**src/rtl/velocimetro_pkg.sv**
```systemverilog
// velocimetro_pkg: shared constants and state encoding for the speed BCD converter
package velocimetro_pkg;
    typedef enum logic [1:0] {IDLE = 2'd0, SHIFT = 2'd1, DONE = 2'd2} estado_t;
    localparam int BCD_MAX = 9999;
    localparam int DIGIT_W = 4;
    localparam int FRAC_W  = 4;
endpackage

```
**src/rtl/ajuste_bcd_digito.sv**
```systemverilog
// ajuste_bcd_digito: add-3 correction for one BCD nibble before a double-dabble shift
module ajuste_bcd_digito (
    input  logic [3:0] d,
    output logic [3:0] q
);
    assign q = d >= 4'd5 ? d + 4'd3 : d;
endmodule

```
**src/rtl/conversor_bcd_velocidad.sv**
```systemverilog
// conversor_bcd_velocidad: serial double-dabble conversion of fixed-point speed to four BCD digits
module conversor_bcd_velocidad
    import velocimetro_pkg::*;
#(
    parameter int INT_W = 14
) (
    input  logic                      clk,
    input  logic                      rst,
    input  logic                      start,
    input  logic [INT_W+FRAC_W-1:0]   valor,
    output logic                      busy,
    output logic                      done,
    output logic                      overflow,
    output logic [DIGIT_W-1:0]        miles,
    output logic [DIGIT_W-1:0]        centenas,
    output logic [DIGIT_W-1:0]        decenas,
    output logic [DIGIT_W-1:0]        unidades,
    output logic [FRAC_W-1:0]         decimal
);
    estado_t state, nxt;
    logic [16+INT_W-1:0] sr;
    logic [INT_W-1:0] int_val;
    logic [15:0] bcd, adj;
    logic [FRAC_W-1:0] frac;
    logic [4:0] count;
    logic ovf_pend, ovf_in;
    assign int_val = valor[INT_W+FRAC_W-1:FRAC_W];
    assign ovf_in = 17'(int_val) > 17'(BCD_MAX);
    assign bcd = sr[16+INT_W-1:INT_W];
    for (genvar i = 0; i < 4; i++) begin : g_aj
        ajuste_bcd_digito u_aj (.d(bcd[4*i+:4]), .q(adj[4*i+:4]));
    end
    always_ff @(posedge clk)
        state <= rst ? IDLE : nxt;
    always_comb begin
        nxt = state == IDLE ? (start ? SHIFT : IDLE) :
              state == SHIFT ? (count == 5'd0 ? DONE : SHIFT) : IDLE;
        busy = state != IDLE;
        done = state == DONE;
    end
    // Integers above 9999 are clamped so the accumulator never needs a fifth digit
    always_ff @(posedge clk) begin
        if (rst) begin
            sr <= '0;
            frac <= '0;
            count <= '0;
            ovf_pend <= 1'b0;
            overflow <= 1'b0;
            miles <= '0;
            centenas <= '0;
            decenas <= '0;
            unidades <= '0;
            decimal <= '0;
        end else if (state == IDLE && start) begin
            sr <= {16'd0, ovf_in ? INT_W'(BCD_MAX) : int_val};
            frac <= valor[FRAC_W-1:0];
            count <= 5'(INT_W);
            ovf_pend <= ovf_in;
        end else if (state == SHIFT && count != 5'd0) begin
            sr <= {adj, sr[INT_W-1:0]} << 1;
            count <= count - 5'd1;
        end else if (state == SHIFT) begin
            miles <= ovf_pend ? 4'd9 : bcd[15:12];
            centenas <= ovf_pend ? 4'd9 : bcd[11:8];
            decenas <= ovf_pend ? 4'd9 : bcd[7:4];
            unidades <= ovf_pend ? 4'd9 : bcd[3:0];
            overflow <= ovf_pend;
            decimal <= frac;
        end
    end
endmodule

```
**config.mk**
```make
export PLATFORM = sky130hd
export DESIGN_NAME = conversor_bcd_velocidad
export DESIGN_NICKNAME = d
export VERILOG_FILES = /design/src/rtl/velocimetro_pkg.sv /design/src/rtl/ajuste_bcd_digito.sv /design/src/rtl/conversor_bcd_velocidad.sv
export SDC_FILE = /design/constraint.sdc
export NUM_CORES = 1
export LEC_CHECK = 0
export CAP_MARGIN = 20
export CELL_PAD_IN_SITES_DETAIL_PLACEMENT = 1
export CELL_PAD_IN_SITES_GLOBAL_PLACEMENT = 1
export CORE_ASPECT_RATIO = 1.75
export CORE_MARGIN = 3
export CORE_UTILIZATION = 37
export CTS_BUF_LIST = sky130_fd_sc_hd__clkbuf_2
export CTS_CLUSTER_SIZE = 10
export DETAILED_ROUTE_END_ITERATION = 16
export PLACE_DENSITY_LB_ADDON = 0.3
export SYNTH_ARGS = -nofsm -noshare
export SYNTH_HDL_FRONTEND = slang
export SYNTH_SLANG_ARGS = --single-unit
```
**constraint.sdc**
```tcl
create_clock -name clk -period 1.7 [get_ports clk]
set_input_delay 0.34 -clock clk [delete_from_list [all_inputs] [get_ports clk]]
set_output_delay 0.34 -clock clk [all_outputs]
set_load 0.01 [all_outputs]
```
Word-level counts from Yosys, hierarchy flattened:

Index checks and enable logic that the tools add are counted.

* register bits after elaboration: 63
* input bits: 21
* output and inout port bits: 23

* add/subtract/negate cells: 5
* magnitude comparators: 5
* equality and inequality tests: 2
* muxes and demuxes: 17
* bitwise gates (word level): 2
* reduce and logical (&&, ||, !) cells: 9

Operators by type and width (number)
* $mux 14: 3
* $mux 4: 9
* $ge 4x3->1 const B: 4
* $gt 14x14->1 const B: 1
* $add 4x2->4 const B: 3
* $mux 2: 3
* $logic_not 5->1: 1
* $reduce_bool 5->1: 1
* $sub 5x1->5 const B: 1
* $reduce_bool 2->1: 2
* $add 3x2->3 const B: 1
* $mux 3: 1
* $reduce_and 3->1: 1
* $eq 2x1->1 const B: 1
* $eq 2x2->1 const B: 1
* $logic_and 1x1->1: 2
* $logic_not 2->1: 1
* $not 1->1: 2
* $reduce_or 2->1: 1
* $mux 1: 1

Depth between registers and ports, before layout:

* depth in word-level cells: 4
* depth in mapped cells: 8
* depth with buffers taken out: 6

By module:

A second synthesis with hierarchy kept.

* cells, all modules: 358
* area, all modules: 2902.8 µm²

By module, submodules not included
* conversor_bcd_velocidad: times used 1, cells each 294, area each 2497.4 µm², seq. area each 1261.2 µm²
* ajuste_bcd_digito: times used 4, cells each 16, area each 101.3 µm², seq. area each 0.0 µm²

Least setup slack after synthesis:

No wires, ideal clock.

* path kind: register -> register
* from: register count[0]
* to: register sr[11]
* setup time: 0.128 ns
* data arrival time: 1.644 ns
* data required time: 1.572 ns
* setup slack: -0.072 ns
* cell stages (with the launch flop): 8
* period minus slack after synthesis: 1.772 ns
* cells stage by stage: dfxtp_1 -> inv_1 -> ha_1 -> or4b_4 -> and2_4 -> buf_6 -> a222oi_1 -> nor2_1

* longest elaborated chain between the ends: 3

RTL lines
* start: declaration: RTL line conversor_bcd_velocidad.sv:25 `logic [4:0] count;`
* start signal: assignment: RTL line conversor_bcd_velocidad.sv:57 `count <= 5'(INT_W);`
* start signal: assignment: RTL line conversor_bcd_velocidad.sv:61 `count <= count - 5'd1;`
* $reduce_bool 5->1: RTL line conversor_bcd_velocidad.sv:59 `end else if (state == SHIFT && count != 5'd0) begin`
* $logic_and 1x1->1: RTL line conversor_bcd_velocidad.sv:59
* $reduce_bool 2->1 (no line)
* end signal: assignment: RTL line conversor_bcd_velocidad.sv:55 `sr <= {16'd0, ovf_in ? INT_W'(BCD_MAX) : int_val};`
* end signal: assignment: RTL line conversor_bcd_velocidad.sv:60 `sr <= {adj, sr[INT_W-1:0]} << 1;`
* end: declaration: RTL line conversor_bcd_velocidad.sv:21 `logic [16+INT_W-1:0] sr;`

No other way between the ends.
A chain may end at the register's enable or synchronous reset.

Final worst setup path:

* from: register count[0]
* to: register count[0]

* longest elaborated chain between the ends: 2

RTL lines
* parallel branches: the longest is 2 deep, another holds $sub 5x1->5

Parallel ways; which one is timed is not known.

==> key figures <==
Yosys
  • Synth warn: 0
  • Cells after Synth: about 320
  • Post-synth EDFFs: 0
  • Netlist cell types: 40
  • Cell area after synthesis: between 2000 and 3000 µm²
  • Ys async rst share: 0%
  • Syn avg cell area: approximately 8.6 µm²
  • Seq/Total Area, Yosys: a little under half
  • Primary FF master, synth: dfxtp_1
  • Share of the synthesized area in the top cell type: between 40% and 50%
  • Syn nets: around 350
  • Flop and latch count out of synthesis: 63
  • Area contributors post-synth: dfxtp_1 46%, nand2_1 5.9%, a21oi_1 5.8%, ha_1 4.5%, nor2_1 4.1%
  • Largest area contributor in the netlist: dfxtp_1

Finish
  • Layout cells sized above 1: about 40%
  • # fillers: about 790
  • Final nets: 445
  • Area Overhead vs Synth: 59.6%
  • Most frequent cells in the layout: 57 x dfxtp_1, 33 x buf_4, 30 x nand2_1, 23 x nor2_1
  • Register Area: approximately 1300 µm²
  • Area of the multi-input gates: 1870 µm²
  • Most common cell after layout, fill and taps aside: dfxtp_1
  • Final core utilization: roughly three fifths

Floorplanning
  • Core ar.: 7230 µm²
  • Initial Util: 38.1%
  • Full die area: ~8600 µm²
  • Die height: about 120 µm
  • I/O pin count: 44
  • Row cnt: a little over 40
  • Chip Width: between 70 and 80 µm

Global route
  • Initial antenna violation count: 1
  • Total track usage: roughly 22%
  • Largest net degree at the start of global routing: 20
  • Vias in the first global route: 2913
  • First-pass GRT wire length: between 10000 and 15000 µm
  • Global route overflow: 0

Timing
  • Post-route clock period utilization: 113%
  • Setup WS post-layout: -0.226 ns
  • Worst slew margin: 35.0%
  • Final Max Tran Viols: 0
  • Worst Clk Skew: slightly above 0.02 ns
  • Fmax: between 500 and 600 MHz
  • Min cycle time layout: between 1.5 and 2 ns
  • Worst-Margin Slew: slightly below 1 ns
  • RSZ-0062 raised after global routing: true
  • # setup viols final: between 50 and 60
  • Final hold violations: 0

Clock network
  • Root buffer cell: clkbuf_2
  • H-tree levels: 3
  • Hold_buf cts: 0
  • Clock Latency Late Sink: about 0.53 ns
  • TritonCTS clock tree: yes
  • Clock Pin Slew Worst Setup and Hold Paths: 0.17 ns
  • Number of buffers created by CTS: 9
  • CTS max path bufs: 2
  • Clock sinks: 63

Route
  • Average wire per standard cell: between 15 and 20 µm
  • DRC viols: 0
  • Final WL: 10000 µm
  • Post-route ant nets: 0
  • Drt first pass iters: 5
  • Via count: between 2000 and 3000
  • DRT iter0 DRCs: 120
  • DR vias/cell: 5.54

Placed design
  • Final HPWL DP: between 5000 and 6000 µm
  • Place WS: -0.275 ns
  • Port bufs: 43
  • GPL Wtd Cong: roughly 0.78

Worst setup path
  • R2r worst-path depth: 9
  • Terminus of the critical flop-to-flop path: count[0]
  • R2R Setup Slk: -0.23 ns
  • Launching point of the worst reg2reg path: count[0]
  • Data arrival time of the worst path: roughly 2.4 ns
  • Data required, critical path: around 2.1 ns
  • CP endpoint kind: flop
  • Crit start category: flop
  • Critical Path Fanout Max: 7
  • CP Class: flop to flop

Power and ir drop
  • Leak pwr: approximately 1.8 nW
  • Pwr Total: approximately 3.7 mW
  • Peak VDD IR: roughly 0.57 mV
  • Pwr Density: 839 nW/µm²

Worst hold path
  • Hold Crit Endpoint: frac[0]
  • Worst Hold Path Cells: 3
  • Min-delay worst type: input pin to flop
  • Worst Hold Launch: valor[0]

Flow run
  • Max-cap check violation count: 0

Status
  • Status: complete, but fails checks
  • Failing checks: setup timing
==> cell type report <==
| type | instances | area share [%] |
|---|---|---|
| multi-input cells | 226 | 42.6 |
| flip-flops and latches | 63 | 28.9 |
| repair buffers | 100 | 23.2 |
| well taps | 86 | 2.45 |
| clock buffers | 13 | 1.48 |
| inverters | 14 | 1.20 |
| clock inverters | 2 | 0.199 |
| diodes | 1 | 0.0569 |
==> worst max-delay path, stage by stage, from the launching register on <==
cell	delay [ns]
dfxtp_2	0.36
inv_2	0.07
ha_4	0.13
or4b_4	0.48
and2_4	0.18
buf_12	0.13
buf_12	0.13
buf_12	0.14
xnor2_2	0.15
nor2_1	0.07
==> cell usage after synthesis (all sizes together) (6+ instances only) <==
cell type  number
buf             8
clkbuf         11
ha             10
inv            14
nor3           22
a211oi         10
nand2          43
o21ai          12
dfxtp          63
a21oi          32
nand2b          6
a22o            8
nor2           30
mux2i           6
==> what timing repair did <==
action                                  CTS  global route
endpoints found under the setup margin   76            55
resized for setup                        85            90
setup buffers                            10             7
pin swaps                                30            26
cloned                                    1             2
==> metal layers <==
metal,vias to the layer above,GRT usage [%],routed length (µm)
met4,0,10.9,463
li1,1320,-,-
met2,70,40.6,5710
met5,-,0,0
met3,31,5.11,267
met1,1375,21.3,3560
==> how the worst max path moves through the flow <==
stage | start | to | depth (start not counted)
after floorplan | count[1] | sr[11] | 7
after global placement | start | sr[11] | 6
after detailed placement | start | sr[11] | 6
after CTS | count[1] | sr[11] | 7
after global routing | count[0] | sr[11] | 7
final | count[0] | count[0] | 9
==> registers in the layout (all words and copies together), names as in the netlist, 2 cells and up <==
register  flops
sr           30
count         5
centenas      4
decenas       4
decimal       4
frac          4
miles         4
unidades      4
state         2
==> power breakdown <==
group          internal [mW]  total, mW  switching, mW  leakage, nW
Sequential              1.58       1.69          0.117        0.516
Clock                  0.203      0.757          0.554       0.0595
Combinational          0.634       1.24          0.604         1.18
==> cell families (layout without fill, tap and decap cells) <==
family | Yosys count | count (layout) | share of synthesized area, %
AND/OR/NAND/NOR | 128 | 128 | 22.4
multiplexers | 6 | 6 | 2.18
AO/OA/AOI/OAI | 76 | 76 | 17.7
flip-flops | 63 | 63 | 45.8
buffers and inverters | 33 | 129 | 5.50
other | 0 | 1 | 0
XOR/XNOR | 6 | 6 | 1.91
adder cells (fa/ha/maj) | 10 | 10 | 4.54
==> stage by stage <==
| step | TNS [ns] | instance area (µm²) | hold WS, ns | instances |
|---|---|---|---|---|
| 2_1_floorplan | -0.0533 | 2770 | 0.432 | 322 |
| 3_3_place_gp | -5.27 | 3530 | 0.438 | 472 |
| 3_5_place_dp | -8.50 | 3530 | 0.450 | 472 |
| 4_1_cts | -1.79 | 3920 | 0.346 | 497 |
| 5_1_grt | -11.50 | 4390 | 0.348 | 505 |
| 6_report | -7.84 | 4390 | 0.366 | 505 |
No activity file was read; power rests on OpenSTA's default activity.
